## src/rtl/seg7_scan_param.sv

```systemverilog
`default_nettype none
// ============================================================================
// Module   : seg7_scan_param
// Purpose  : Multiplexed common-anode 7-segment scanner. Each digit slot
//            starts with a dark guard interval, then drives one digit with a
//            decoded snapshot of its BCD nibble and dp/blank/blink controls.
// Options  : SEG7_BLINK_EN - builds the frame-based blink counter and gating.
//            When undefined, blink_mask is ignored.
// Revision : 1.0 - initial release
// ============================================================================
module seg7_scan_param #(
  parameter int DIGITS       = 6,
  parameter int CLK_HZ       = 50_000_000,
  parameter int SCAN_HZ      = 4_000,
  parameter int GUARD_CYC    = 64,
  parameter int BLINK_FRAMES = 333
) (
  input  logic                clk_50Mhz,
  input  logic                rst_n,
  input  logic [4*DIGITS-1:0] bcd,
  input  logic [DIGITS-1:0]   dp_mask,
  input  logic [DIGITS-1:0]   blank_mask,
  input  logic [DIGITS-1:0]   blink_mask,
  output logic [7:0]          DIG_OUT,
  output logic [DIGITS-1:0]   SEL
);

  localparam int SCAN_DIV = CLK_HZ / SCAN_HZ;
  localparam int CNT_W    = $clog2(SCAN_DIV);
  localparam int IDX_W    = $clog2(DIGITS);

  localparam logic [CNT_W-1:0] CNT_LAST   = CNT_W'(SCAN_DIV - 1);
  localparam logic [CNT_W-1:0] GUARD_END  = CNT_W'(GUARD_CYC);
  localparam logic [CNT_W-1:0] GUARD_LAST = CNT_W'(GUARD_CYC - 1);
  localparam logic [IDX_W-1:0] IDX_LAST   = IDX_W'(DIGITS - 1);

  logic [CNT_W-1:0] cnt, cnt_next;
  logic [IDX_W-1:0] idx, idx_next;
  logic             cnt_wrap;
  logic             enter_drive;
  logic [3:0]       nibble;
  logic [6:0]       seg;
  logic             dark;
  logic [7:0]       dig_next;

  assign cnt_wrap    = (cnt == CNT_LAST);
  assign cnt_next    = cnt_wrap ? '0 : cnt + 1'b1;
  assign idx_next    = cnt_wrap ? ((idx == IDX_LAST) ? '0 : idx + 1'b1) : idx;
  // The snapshot is taken on the edge that ends the guard interval.
  assign enter_drive = (cnt == GUARD_LAST);
  assign nibble      = bcd[{idx, 2'b00} +: 4];

`ifdef SEG7_BLINK_EN
  localparam int BLK_W = $clog2(BLINK_FRAMES + 1);
  localparam logic [BLK_W-1:0] BLK_LAST = BLK_W'(BLINK_FRAMES - 1);

  logic [BLK_W-1:0] blink_cnt;
  logic             phase_on;
  logic             frame_end;

  assign frame_end = cnt_wrap && (idx == IDX_LAST);

  // Count completed frames; flip the visible phase every BLINK_FRAMES frames.
  always_ff @(posedge clk_50Mhz or negedge rst_n) begin
    if (!rst_n) begin
      blink_cnt <= '0;
      phase_on  <= 1'b1;
    end else if (frame_end) begin
      if (blink_cnt == BLK_LAST) begin
        blink_cnt <= '0;
        phase_on  <= ~phase_on;
      end else begin
        blink_cnt <= blink_cnt + 1'b1;
      end
    end
  end

  assign dark = blank_mask[idx] | (blink_mask[idx] & ~phase_on);
`else
  logic unused_blink;
  assign unused_blink = ^blink_mask;
  assign dark         = blank_mask[idx];
`endif

  // BCD to active-low g..a; codes 10..15 show a dash.
  always_comb begin
    seg = 7'h3F;
    case (nibble)
      4'd0: seg = 7'h40;
      4'd1: seg = 7'h79;
      4'd2: seg = 7'h24;
      4'd3: seg = 7'h30;
      4'd4: seg = 7'h19;
      4'd5: seg = 7'h12;
      4'd6: seg = 7'h02;
      4'd7: seg = 7'h78;
      4'd8: seg = 7'h00;
      4'd9: seg = 7'h10;
      default: seg = 7'h3F;
    endcase
  end

  // Blank wins over the decimal point.
  assign dig_next = dark ? 8'hFF : {~dp_mask[idx], seg};

  // Slot counter and digit index.
  always_ff @(posedge clk_50Mhz or negedge rst_n) begin
    if (!rst_n) begin
      cnt <= '0;
      idx <= '0;
    end else begin
      cnt <= cnt_next;
      idx <= idx_next;
    end
  end

  // Registered outputs: dark during guard, latched snapshot during drive.
  always_ff @(posedge clk_50Mhz or negedge rst_n) begin
    if (!rst_n) begin
      SEL     <= '1;
      DIG_OUT <= 8'hFF;
    end else if (cnt_next < GUARD_END) begin
      SEL     <= '1;
      DIG_OUT <= 8'hFF;
    end else if (enter_drive) begin
      SEL     <= ~(DIGITS'(1) << idx);
      DIG_OUT <= dig_next;
    end
  end

endmodule
`default_nettype wire

```

## config.mk

```make
export PLATFORM = sky130hd
export DESIGN_NAME = seg7_scan_param
export DESIGN_NICKNAME = d
export VERILOG_FILES = /design/src/rtl/seg7_scan_param.sv
export SDC_FILE = /design/constraint.sdc
export NUM_CORES = 1
export LEC_CHECK = 0
export CAP_MARGIN = 0
export CORE_ASPECT_RATIO = 0.7
export CORE_MARGIN = 3
export CORE_UTILIZATION = 40
export CTS_CLUSTER_SIZE = 40
export DETAILED_ROUTE_END_ITERATION = 6
export PLACE_DENSITY = 0.69
export SLEW_MARGIN = 0
export SYNTH_ARGS = -nofsm -noshare
export SYNTH_HDL_FRONTEND = slang
export SYNTH_SLANG_ARGS = --single-unit
```

## constraint.sdc

```tcl
create_clock -name clk_50Mhz -period 7.6 [get_ports clk_50Mhz]
set_input_delay 0.76 -clock clk_50Mhz [delete_from_list [all_inputs] [get_ports clk_50Mhz]]
set_output_delay 0.76 -clock clk_50Mhz [all_outputs]
set_load 0.02 [all_outputs]
```

**Yosys cells after proc, flatten, opt, wreduce, memory -nomap -nowiden**

Memory sizes are Yosys's and may differ from the RTL's.
Index checks and enable logic that the tools add are counted.

- Register bits after elaboration: 31
- Memory bits (read-only): 112
- Input port bits: 44
- Output and inout bits: 14
- Word-level logic and storage cells: 28
- Memories kept: 1

- $add $sub $neg: 2
- $lt $le $gt $ge: 2
- Eq/ne operators: 3
- Shift operators: 2
- Multiplexer cells: 11
- Bitwise gates (word level): 2
- Reductions and logical operators: 1

Memory list:

| name | words | bits a word | read ports | clocked after Yosys merged registers in | write ports | RTL line | text |
|---|---|---|---|---|---|---|---|
| (no name shown) | 16 | 7 | 1 | 0 | 0 | 88 | `case (nibble)` |

Operators by type and width:

| kind | count |
|---|---|
| $mux W8 | 3 |
| $shiftx A24 B6 Y4 | 1 |
| $add A14 B1 Y14 const B | 1 |
| $eq A14 B14 Y1 const B | 1 |
| $eq A14 B6 Y1 const B | 1 |
| $lt A14 B7 Y1 const B | 1 |
| $mux W14 | 1 |
| $mux W6 | 2 |
| $bmux W1 S3 | 2 |
| $not A6 Y6 | 1 |
| $shl A1 B3 Y6 const A | 1 |
| $lt A3 B4 Y1 const B | 1 |
| $add A3 B1 Y3 const B | 1 |
| $eq A3 B3 Y1 const B | 1 |
| $mux W3 | 1 |
| $mux W1 | 2 |
| $reduce_bool A2 Y1 | 1 |
| $not A1 Y1 | 1 |

**Longest topological paths before layout**

Gate-level depths: netlist of the first run.

- Word-level depth: 6
- Depth in mapped cells: 12
- Depth with buffers taken out: 10

**Worst setup path after synthesis of the first run**

No wires, ideal clock.

- Path kind: register -> register
- From: register idx[0]
- To: register DIG_OUT[6]
- Library setup time: 0.084 ns
- Arrival: 2.979 ns
- Required time: 7.516 ns
- Slack: 4.537 ns
- Stages on the path, launching flop included: 12
- Path buffers: 2
- Clock period less this slack: 3.063 ns
- Cells stage by stage: dfrtp_1 -> clkbuf_1 -> clkbuf_1 -> mux4_2 -> a21oi_1 -> inv_1 -> ha_1 -> or3_1 -> o311a_1 -> o221a_2 -> a21oi_1 -> o21ai_0

- Cells in the longest elaborated chain, start to end: 5
- Elaborated cells on any way between the ends: 7
- Classes of those cells: shift: 1; mux: 5; memory: 1

RTL lines:

| element | RTL line | text |
|---|---|---|
| start, declared | 38 | `logic [IDX_W-1:0] idx, idx_next;` |
| start signal, assigned | 113 | `idx <= idx_next;` |
| $shiftx A24 B6 Y4 / $bmux W1 S3 (equally long branches) | 51, 82 |  |
| $mem_v2 Z16 W7 / $mux W1 (equally long branches) | - |  |
| $mux W8 * | 104 | `assign dig_next = dark ? 8'hFF : {~dp_mask[idx], seg};` |
| $mux W8 * | 125 | `end else if (enter_drive) begin` |
| $mux W8 * | 122 | `end else if (cnt_next < GUARD_END) begin` |
| end signal, assigned | 127 | `DIG_OUT <= dig_next;` |
| end, declared | 24 | `output logic [7:0] DIG_OUT,` |

Mark *: on every way between the ends. The rest lies on a longest branch, timed or not. The select of a mux whose other input is x is not followed.
A chain may end at the register's enable or synchronous reset.

**Final worst setup path of the first run**

Ends and elaborated chain as after synthesis.

==> qor.txt, run 1 <==
DRT iter0 DRCs = 153
GRT overflow = 0
Critical path startpoint category = flip-flop
CP required = 7.79 ns
Pwr Density = 125 nW/um2
Fin util = 0.578
Met2 WL = 1.93 mm
Yosys top cell by area = dfrtp_1
Starting Density = 0.433
Row count = 20
Area of the core = 4530 um2
Status = finished clean
Post-Route Skew = 0.00645 ns
Routed WL = 4.70 mm
CTS Buf Count = 5
Vias in the first global route = 1596
Post-CTS resize count = 0
Share of layout cells above drive strength 1 = 0.178
WHS Path Cells = 1
Maxcap violations = 0
Cells after Synth = 202
First-pass GRT wire length = 8.07 mm
Seq pwr share = 0.503
Switching part of the total = 0.230
CTS Sinks = 31
Worst-Margin Slew = 0.993 ns
Hold/Removal Path Class = flip-flop to flip-flop
Die W = 89.7 um
Critical path's slowest cell = dfrtp_1
Area growth syn-to-layout = 33.5%
Vias = 1652
CTS max path bufs = 2
Chip height = 64.6 um
Clock latency on the worst-skew pair = 0.28 ns
Number of I/O pins = 58
Mean Syn Cell Area = 9.72 um2
Post-synth ARST share = 1.00
Mapped Area = 1960 um2
Post-route minimum period = 3.37 ns
Post-CTS Hold Fix Bufs = 0
Residual DRC count = 0
Hold Path End = cnt[0]
Max layer used = met4
EDFF count, synth = 0
First drt pass iteration count = 5
Setup bufs post-CTS = 0
CP peak stage delay = 0.80 ns
Fmax = 297 MHz
Antenna Cells = 0
Worst relative slew slack = 0.338
Crit path kind = flip-flop to flip-flop
Min-delay src = cnt[0]
Sequential area share after synthesis = 0.404
DR WL met3 = 234 um
Leak pwr = 1.05 nW
Crit-path cells = mux4_2, a21oi_1, inv_1, ha_1, or3_1, o311a_1, o221a_2, a21oi_1, o21ai_0
Setup_tns = 0 ns
Leading post-synthesis cells by cell area = dfrtp_1 (22%), dfstp_2 (19%), mux2i_1 (4.6%), mux2_2 (4.6%), ha_1 (4.5%)
Detailed placement HPWL = 3.53 mm
TritonCTS clock tree = built
Synth Flop Type = dfrtp_1
CP delay by family, top = compound AO/OA/AOI/OAI gates
Die footprint = 5800 um2
Final Hold Fails = 0
Final Wtd Congestion = 0.822
Root buffer cell = clkbuf_8
GR Util All Layers = 0.173
Worst R2R Path Depth = 9
FF+latch count, synth = 31
Crit Path Max Fanout = 18
Maximum VDD drop = 0.0950 mV
Worst setup EP type = flip-flop
Critical path's most frequent cell = a21oi_1
Pint = 253 uW
Reg2reg start = idx[0]
Clk slew on worst S/H paths = 0.07 ns
Synth warnings = 0
RR Endpoint = DIG_OUT[6]
Met1 WL = 2.52 mm
Nets@finish = 303
Port bufs = 51
Mapped Nets = 253
Clock share of power = 0.387
Worst path arrival time = 3.55 ns
RSZ-0062 raised after global routing = false
Final setup viols = 0
Antenna Nets Post-Route = 0
Largest net degree at the start of global routing = 32
Logic pwr share = 0.110
Crit path buf inv count = 1
Reg2reg setup slack = 4.23 ns
Initial antenna violation count = 0
Routed WL per cell = 14.7 um
Vias per std cell = 5.18
Top cell type's share of synthesized area = 0.217
H-tree levels = 2
Yosys cell types = 48
Final Cycle Share = 0.443
Pins Over Slew Limit = 0
Psw = 75.5 uW
-- layer usage --
metal  vias up  GRT usage
li1        832          -
met1       778      0.266
met2        40      0.241
met3         2     0.0522
met4         0     0.0287
met5         -          0
-- power by group through the flow --
stage	Sequential [mW]	Combinational (mW)	Clock (mW)
finish	0.165	0.0363	0.127
global route	0.165	0.0397	0.139
CTS	0.165	0.0367	0.131
detailed placement	0.168	0.0365	0
global placement	0.168	0.0358	0
floorplan	0.168	0.0120	0
-- flip-flops by register name (all words and copies together), names as in the netlist --
signal,cells
cnt,14
SEL,6
DIG_OUT,8
idx,3
-- Yosys cell counts (2+ instances only) --
library cell and instances:
a21o_1 2, a21oi_1 8, a31oi_1 2, clkbuf_1 8
dfrtp_1 17, dfstp_2 14, ha_1 7, inv_1 8
mux2_2 8, mux2i_1 9, mux4_2 3, nand2_1 21
nand2b_1 2, nand3_1 8, nand4_1 2, nor2_1 15
nor2b_1 4, nor3_1 4, nor3b_1 3, nor4_1 4
o21ai_0 13, o21ai_2 2, o22ai_1 2, or3_1 2
or4_1 2, or4_4 2, xnor2_1 6, xor2_1 4
-- placed cells by master (no fill, tap or decap), drive strengths merged, types with 5 or more instances in the layout --
cell,synthesis,routed
clkbuf,8,5
inv,8,9
mux2,8,8
mux2i,9,9
a21oi,9,9
nand3,8,8
clkdlybuf4s50,0,51
dfrtp,17,17
o21ai,15,15
nor4,5,5
nand2,21,21
ha,7,7
nor2,15,15
xnor2,6,6
dfstp,14,14
-- metrics by stage --
step / std cells / total power, mW / setup slack, ns / instance area (um2) / hold slack, ns
finish: 319 / 0.329 / 4.23 / 2620 / 0.490
global route: 319 / 0.344 / 3.99 / 2620 / 0.536
CTS: 319 / 0.333 / 4.20 / 2620 / 0.488
detailed placement: 311 / 0.205 / 4.02 / 2530 / 0.474
global placement: 311 / 0.204 / 4.08 / 2530 / 0.475
floorplan: 202 / 0.180 / 4.54 / 1960 / 0.446
-- how the worst max path moves through the flow --
stage | start | endpoint | slack [ns] | cells after the start
2_1_floorplan | idx[0] | DIG_OUT[6] | 4.54 | 11
3_3_place_gp | bcd[12] | DIG_OUT[5] | 4.08 | 10
3_5_place_dp | bcd[12] | DIG_OUT[5] | 4.02 | 10
4_1_cts | idx[0] | DIG_OUT[6] | 4.20 | 9
5_1_grt | idx[0] | DIG_OUT[6] | 3.99 | 9
6_report | idx[0] | DIG_OUT[6] | 4.23 | 9
-- area by class of cell --
type / instances / area (um2)
inverters: 8 / 30.0
clock buffers: 5 / 68.8
multi-input cells: 153 / 1100
repair buffers: 53 / 526
clock inverters: 3 / 18.8
well taps: 66 / 82.6
flip-flops and latches: 31 / 793
fillers: 428 / 1910
-- cell families (layout without fill, tap and decap cells) --
| group | count (synthesis) | count (layout) | share of synthesized area |
|---|---|---|---|
| muxes | 20 | 20 | 0.126 |
| adders and majority gates | 7 | 7 | 0.0446 |
| DFF | 31 | 31 | 0.404 |
| AOI/OAI and AO/OA | 41 | 41 | 0.138 |
| and+or+nand+nor | 75 | 75 | 0.205 |
| xor gates and xnor gates | 10 | 10 | 0.0446 |
| buffers and inverters | 18 | 69 | 0.0382 |
Note: power is estimated with default switching activity, not from simulation.
==> run 2, diff against run 1 <==
--- a/config.mk
+++ b/config.mk
@@ -11,7 +11,7 @@
 export CORE_UTILIZATION = 40
 export CTS_CLUSTER_SIZE = 40
 export DETAILED_ROUTE_END_ITERATION = 6
-export PLACE_DENSITY = 0.69
+export PLACE_DENSITY = 0.72
 export SLEW_MARGIN = 0
 export SYNTH_ARGS = -nofsm -noshare
 export SYNTH_HDL_FRONTEND = slang
==> constraint.sdc (replaced) <==
create_clock -name clk_50Mhz -period 2.8 [get_ports clk_50Mhz]
set_input_delay 0.28 -clock clk_50Mhz [delete_from_list [all_inputs] [get_ports clk_50Mhz]]
set_output_delay 0.28 -clock clk_50Mhz [all_outputs]
set_load 0.02 [all_outputs]
==> run 2 against run 1 <==
Net effect: count of clock-buffer cells in the layout increased by 2; core utilization grew 3.0 points; first-iteration DRC count fell by 20%; power grew to 2.8 times the previous value.
==> qor.txt, run 2 (synthesis results as in run 1) <==
Status = finished clean
Setup_tns = 0 ns
CTS Buf Count = 5
Antenna Nets Post-Route = 0
Chip height = 64.6 um
Hold/Removal Path Class = primary input to asynchronous set/reset pin
Final Instance Area = 2760 um2
Area growth syn-to-layout = 40.3%
Post-Route Skew = 0.00958 ns
Final Wtd Congestion = 0.856
Crit path kind = flip-flop to flip-flop
Antenna Cells = 0
FILL cells = 394
Max reg flops = 14
RR Endpoint = DIG_OUT[4]
Design Power = 910 uW
Starting Density = 0.433
Worst relative slew slack = 0.743
Final Cycle Share = 0.952
Vias = 1781
Maximum VDD drop = 0.254 mV
Area of the core = 4530 um2
Vias per std cell = 5.33
Post-route minimum period = 2.67 ns
Final setup viols = 0
Final Hold Fails = 0
Leak pwr = 1.13 nW
Worst R2R Path Depth = 9
Maxcap violations = 0
GRT overflow = 0
Residual DRC count = 0
Pwr Density = 330 nW/um2
Largest net degree at the start of global routing = 32
Nets@finish = 318
CTS max path bufs = 2
Vias in the first global route = 1709
Most frequent cells in the layout = clkdlybuf4s50_1 (51), nand2_1 (21), dfrtp_1 (16)
Row count = 20
Die W = 89.7 um
Routed WL = 5.19 mm
Dpl cell area = 2620 um2
Worst setup EP type = flip-flop
Non-filler cells, final = 334
Commonest non-fill, non-tap cell in the layout = clkdlybuf4s50_1
Worst path arrival time = 2.85 ns
TritonCTS clock tree = built
CP required = 2.99 ns
Root buffer cell = clkbuf_8
Share of layout cells above drive strength 1 = 0.231
Placed Cells = 322
CTS Sinks = 31
Number of I/O pins = 58
First-pass GRT wire length = 8.44 mm
DRT iter0 DRCs = 123
First drt pass iteration count = 4
Worst-Margin Slew = 0.384 ns
Post-CTS Hold Fix Bufs = 0
Routed WL per cell = 15.5 um
H-tree levels = 2
Critical path startpoint category = flip-flop
Reg2reg setup slack = 0.13 ns
Largest Register = cnt
Reg2reg start = cnt[1]
Port bufs = 51
Initial antenna violation count = 0
GR Util All Layers = 0.178
Die footprint = 5800 um2
Crit Path Max Fanout = 12
Fin util = 0.608
Detailed placement HPWL = 3.85 mm
Clock latency on the worst-skew pair = 0.28 ns
Pins Over Slew Limit = 0
Fmax = 375 MHz
Clk slew on worst S/H paths = 0.07 ns
Top flop regs = cnt: 14 flops, DIG_OUT: 8 flops, SEL: 6 flops
-- run 2: how the worst max path moves through the flow --
| stage | start | end | cells after the start |
|---|---|---|---|
| finish | cnt[1] | DIG_OUT[4] | 9 |
| floorplan | idx[0] | DIG_OUT[6] | 11 |
| global placement | bcd[12] | DIG_OUT[5] | 10 |
| detailed placement | bcd[8] | DIG_OUT[5] | 10 |
| global route | cnt[1] | DIG_OUT[4] | 9 |
| CTS | cnt[11] | DIG_OUT[4] | 7 |
-- run 2: final cells by class --
cell class                 instances  area (um2)  share of cell area
clock buffer                       7        86.3              0.0313
inverter                           8        30.0              0.0109
clock inverter                     1        5.00             0.00182
multi-input combinational        154        1120               0.407
timing repair buffer              67         634               0.230
sequential                        31         795               0.288
tap                               66        82.6              0.0300
-- run 2: report_power, final --
group	leakage, nW	internal [mW]	switching (mW)
registers	0.369	0.449	0
logic	0.710	0.0682	0.0348
clock network	0.0482	0.198	0.160
total	1.13	0.715	0.195
-- run 2: layer usage --
layer,up-vias,share of wire,GRT usage
li1,863,-,-
met1,851,0.49,0.261
met2,63,0.41,0.257
met3,4,0.090,0.0592
met4,0,0.0060,0.0363
met5,-,0,0
-- run 2: critical path, stage by stage (launching register included) --
cell and delay (ns):
dfrtp_1 0.36, ha_1 0.18, or3b_4 0.40, nor4_4 0.26, buf_4 0.16, buf_6 0.14, nor3b_1 0.06, a211o_1 0.32
or4_4 0.57, o21ai_0 0.12
-- run 2: repair_timing --
item                       in CTS  in global routing
gates resized for setup         0                  6
buffers inserted                0                  3
setup endpoints to repair       0                  4
-- run 2: per-stage QoR --
| stage | hold slack, ns | worst slack [ns] |
|---|---|---|
| after floorplan | -0.0156 | 0.0790 |
| after global placement | 0.466 | 0.0909 |
| after detailed placement | 0.472 | 0.0283 |
| after CTS | 0.389 | 0.0954 |
| after global routing | 0.417 | -0.00375 |
| final | 0.383 | 0.134 |
==> run 3, diff against run 2 <==
--- a/config.mk
+++ b/config.mk
@@ -11,6 +11,7 @@
 export CORE_UTILIZATION = 40
 export CTS_CLUSTER_SIZE = 40
 export DETAILED_ROUTE_END_ITERATION = 6
+export MAX_ROUTING_LAYER = met4
 export PLACE_DENSITY = 0.72
 export SLEW_MARGIN = 0
 export SYNTH_ARGS = -nofsm -noshare
==> run 3 against run 2 <==
Net effect: routed wire length is 0.48% higher; via count about the same; largest power group unchanged; count of clock-buffer cells in the layout unchanged; cell count unchanged; power increased by 0.16%; die area is the same; setup slack worse by 0.00059 ns; core utilization unchanged; register-to-register slack about the same; clock skew rose by 0.0015 ns; first-iteration DRC count is 6.5% lower; combinational power hardly changed.
==> qor.txt, run 3 (synthesis results as in run 1) <==
Worst relative slew slack = 0.740
Max reg flops = 14
Critical path startpoint category = flip-flop
Final Cycle Share = 0.952
First-pass GRT wire length = 8.45 mm
CP required = 2.99 ns
Largest Register = cnt
FILL cells = 394
CP peak stage delay = 0.57 ns
Reg2reg setup slack = 0.13 ns
Clk slew on worst S/H paths = 0.07 ns
Residual DRC count = 0
Worst-Margin Slew = 0.390 ns
Maximum VDD drop = 0.255 mV
Clock share of power = 0.394
Pins Over Slew Limit = 0
Post-route minimum period = 2.67 ns
Post-CTS Hold Fix Bufs = 0
Antenna Cells = 0
Most frequent cells in the layout = clkdlybuf4s50_1 (51), nand2_1 (21), dfrtp_1 (16)
Hold/Removal Path Class = primary input to asynchronous set/reset pin
Switching part of the total = 0.216
Initial antenna violation count = 0
Critical path's slowest cell = or4_4
Routed WL per cell = 15.6 um
DRT iter0 DRCs = 115
CTS Sinks = 31
Final Wtd Congestion = 0.870
Post-Route Skew = 0.0111 ns
Chip height = 64.6 um
Routed WL = 5.22 mm
Vias per std cell = 5.33
Area growth syn-to-layout = 40.3%
GRT overflow = 0
Logic pwr share = 0.113
H-tree levels = 2
Clock latency on the worst-skew pair = 0.28 ns
Area of the core = 4530 um2
Port bufs = 51
Leak pwr = 1.13 nW
Crit path kind = flip-flop to flip-flop
Final setup viols = 0
Detailed placement HPWL = 3.85 mm
Worst path arrival time = 2.85 ns
Final Instance Area = 2760 um2
Final WS setup = 0.134 ns
Antenna Nets Post-Route = 0
Fmax = 375 MHz
Commonest non-fill, non-tap cell in the layout = clkdlybuf4s50_1
Row count = 20
Vias = 1780
CTS Buf Count = 5
Pwr Density = 331 nW/um2
Status = finished clean
Die W = 89.7 um
TritonCTS clock tree = built
DP Worst Slack = 0.0283 ns
Reg2reg start = cnt[1]
Fin util = 0.608
Psw = 197 uW
Dpl cell area = 2620 um2
Worst hold slack = 0.385 ns
CTS max path bufs = 2
Worst R2R Path Depth = 9
Seq pwr share = 0.492
Share of layout cells above drive strength 1 = 0.231
Crit-path cells = ha_1, or3b_4, nor4_4, buf_4, buf_6, nor3b_1, a211o_1, or4_4, o21ai_0
Crit Path Max Fanout = 12
Starting Density = 0.433
Root buffer cell = clkbuf_8
First drt pass iteration count = 4
Vias in the first global route = 1708
Top flop regs = cnt: 14 flops, DIG_OUT: 8 flops, SEL: 6 flops
Nets@finish = 318
Pint = 715 uW
Final Hold Fails = 0
RR Endpoint = DIG_OUT[4]
GR Util All Layers = 0.184
Largest net degree at the start of global routing = 32
Number of I/O pins = 58
Die footprint = 5800 um2
Maxcap violations = 0
Worst setup EP type = flip-flop
-- run 3: cell counts in the layout (fill, tap and decap cells not counted) --
Identical to the previous run, type by type.
-- run 3: timing repair --
| item | in CTS | in global routing |
|---|---|---|
| resized for setup | 0 | 6 |
| buffers inserted | 0 | 3 |
| endpoints found under the setup margin | 0 | 4 |
-- run 3: per-stage QoR --
stage          setup TNS, ns  power [mW]  instances
3_5_place_dp               0       0.560        322
6_report                   0       0.912        334
2_1_floorplan              0       0.490        202
4_1_cts                    0       0.922        330
5_1_grt             -0.00375       0.955        334
3_3_place_gp               0       0.558        322
-- run 3: cell type report --
cell class,instances,area [um2],area share
Clock buffer,7,86.3,0.0313
Timing Repair Buffer,67,634,0.230
Clock inverter,1,5.00,0.00182
Tap cell,66,82.6,0.0300
Multi-Input combinational cell,154,1120,0.407
Inverter,8,30.0,0.0109
Sequential cell,31,795,0.288
-- run 3: routing by layer --
metal	global-route usage	share of wire	vias to the layer above
li1	-	-	863
met1	0.265	0.51	860
met2	0.255	0.41	53
met3	0.0557	0.076	4
met4	0.0363	0.0059	0
met5	-	0	-
-- run 3: power groups by stage --
| stage | clock, mW | combinational, mW | sequential (mW) |
|---|---|---|---|
| final | 0.360 | 0.103 | 0.449 |
| after global routing | 0.395 | 0.112 | 0.449 |
| after CTS | 0.369 | 0.104 | 0.449 |
| after detailed placement | 0 | 0.103 | 0.456 |
| after global placement | 0 | 0.101 | 0.456 |
| after floorplan | 0 | 0.0331 | 0.457 |
-- run 3: how the worst max path moves through the flow --
| stage | to | from | cells after the start | slack (ns) |
|---|---|---|---|---|
| final | DIG_OUT[4] | cnt[1] | 9 | 0.13 |
| after global routing | DIG_OUT[4] | cnt[1] | 9 | -0.004 |
| after CTS | DIG_OUT[4] | cnt[11] | 7 | 0.1 |
| after detailed placement | DIG_OUT[5] | bcd[8] | 10 | 0.03 |
| after global placement | DIG_OUT[5] | bcd[12] | 10 | 0.09 |
| after floorplan | DIG_OUT[6] | idx[0] | 11 | 0.08 |
-- run 3: worst max-delay path, delay by kind of cell, from the launching register on --
family,cells,cell delay [ns]
buffers and inverters,2,0.30
AND/OR/NAND/NOR,4,1.29
adder cells (fa/ha/maj),1,0.18
flip-flops,1,0.36
AO/OA/AOI/OAI,2,0.44
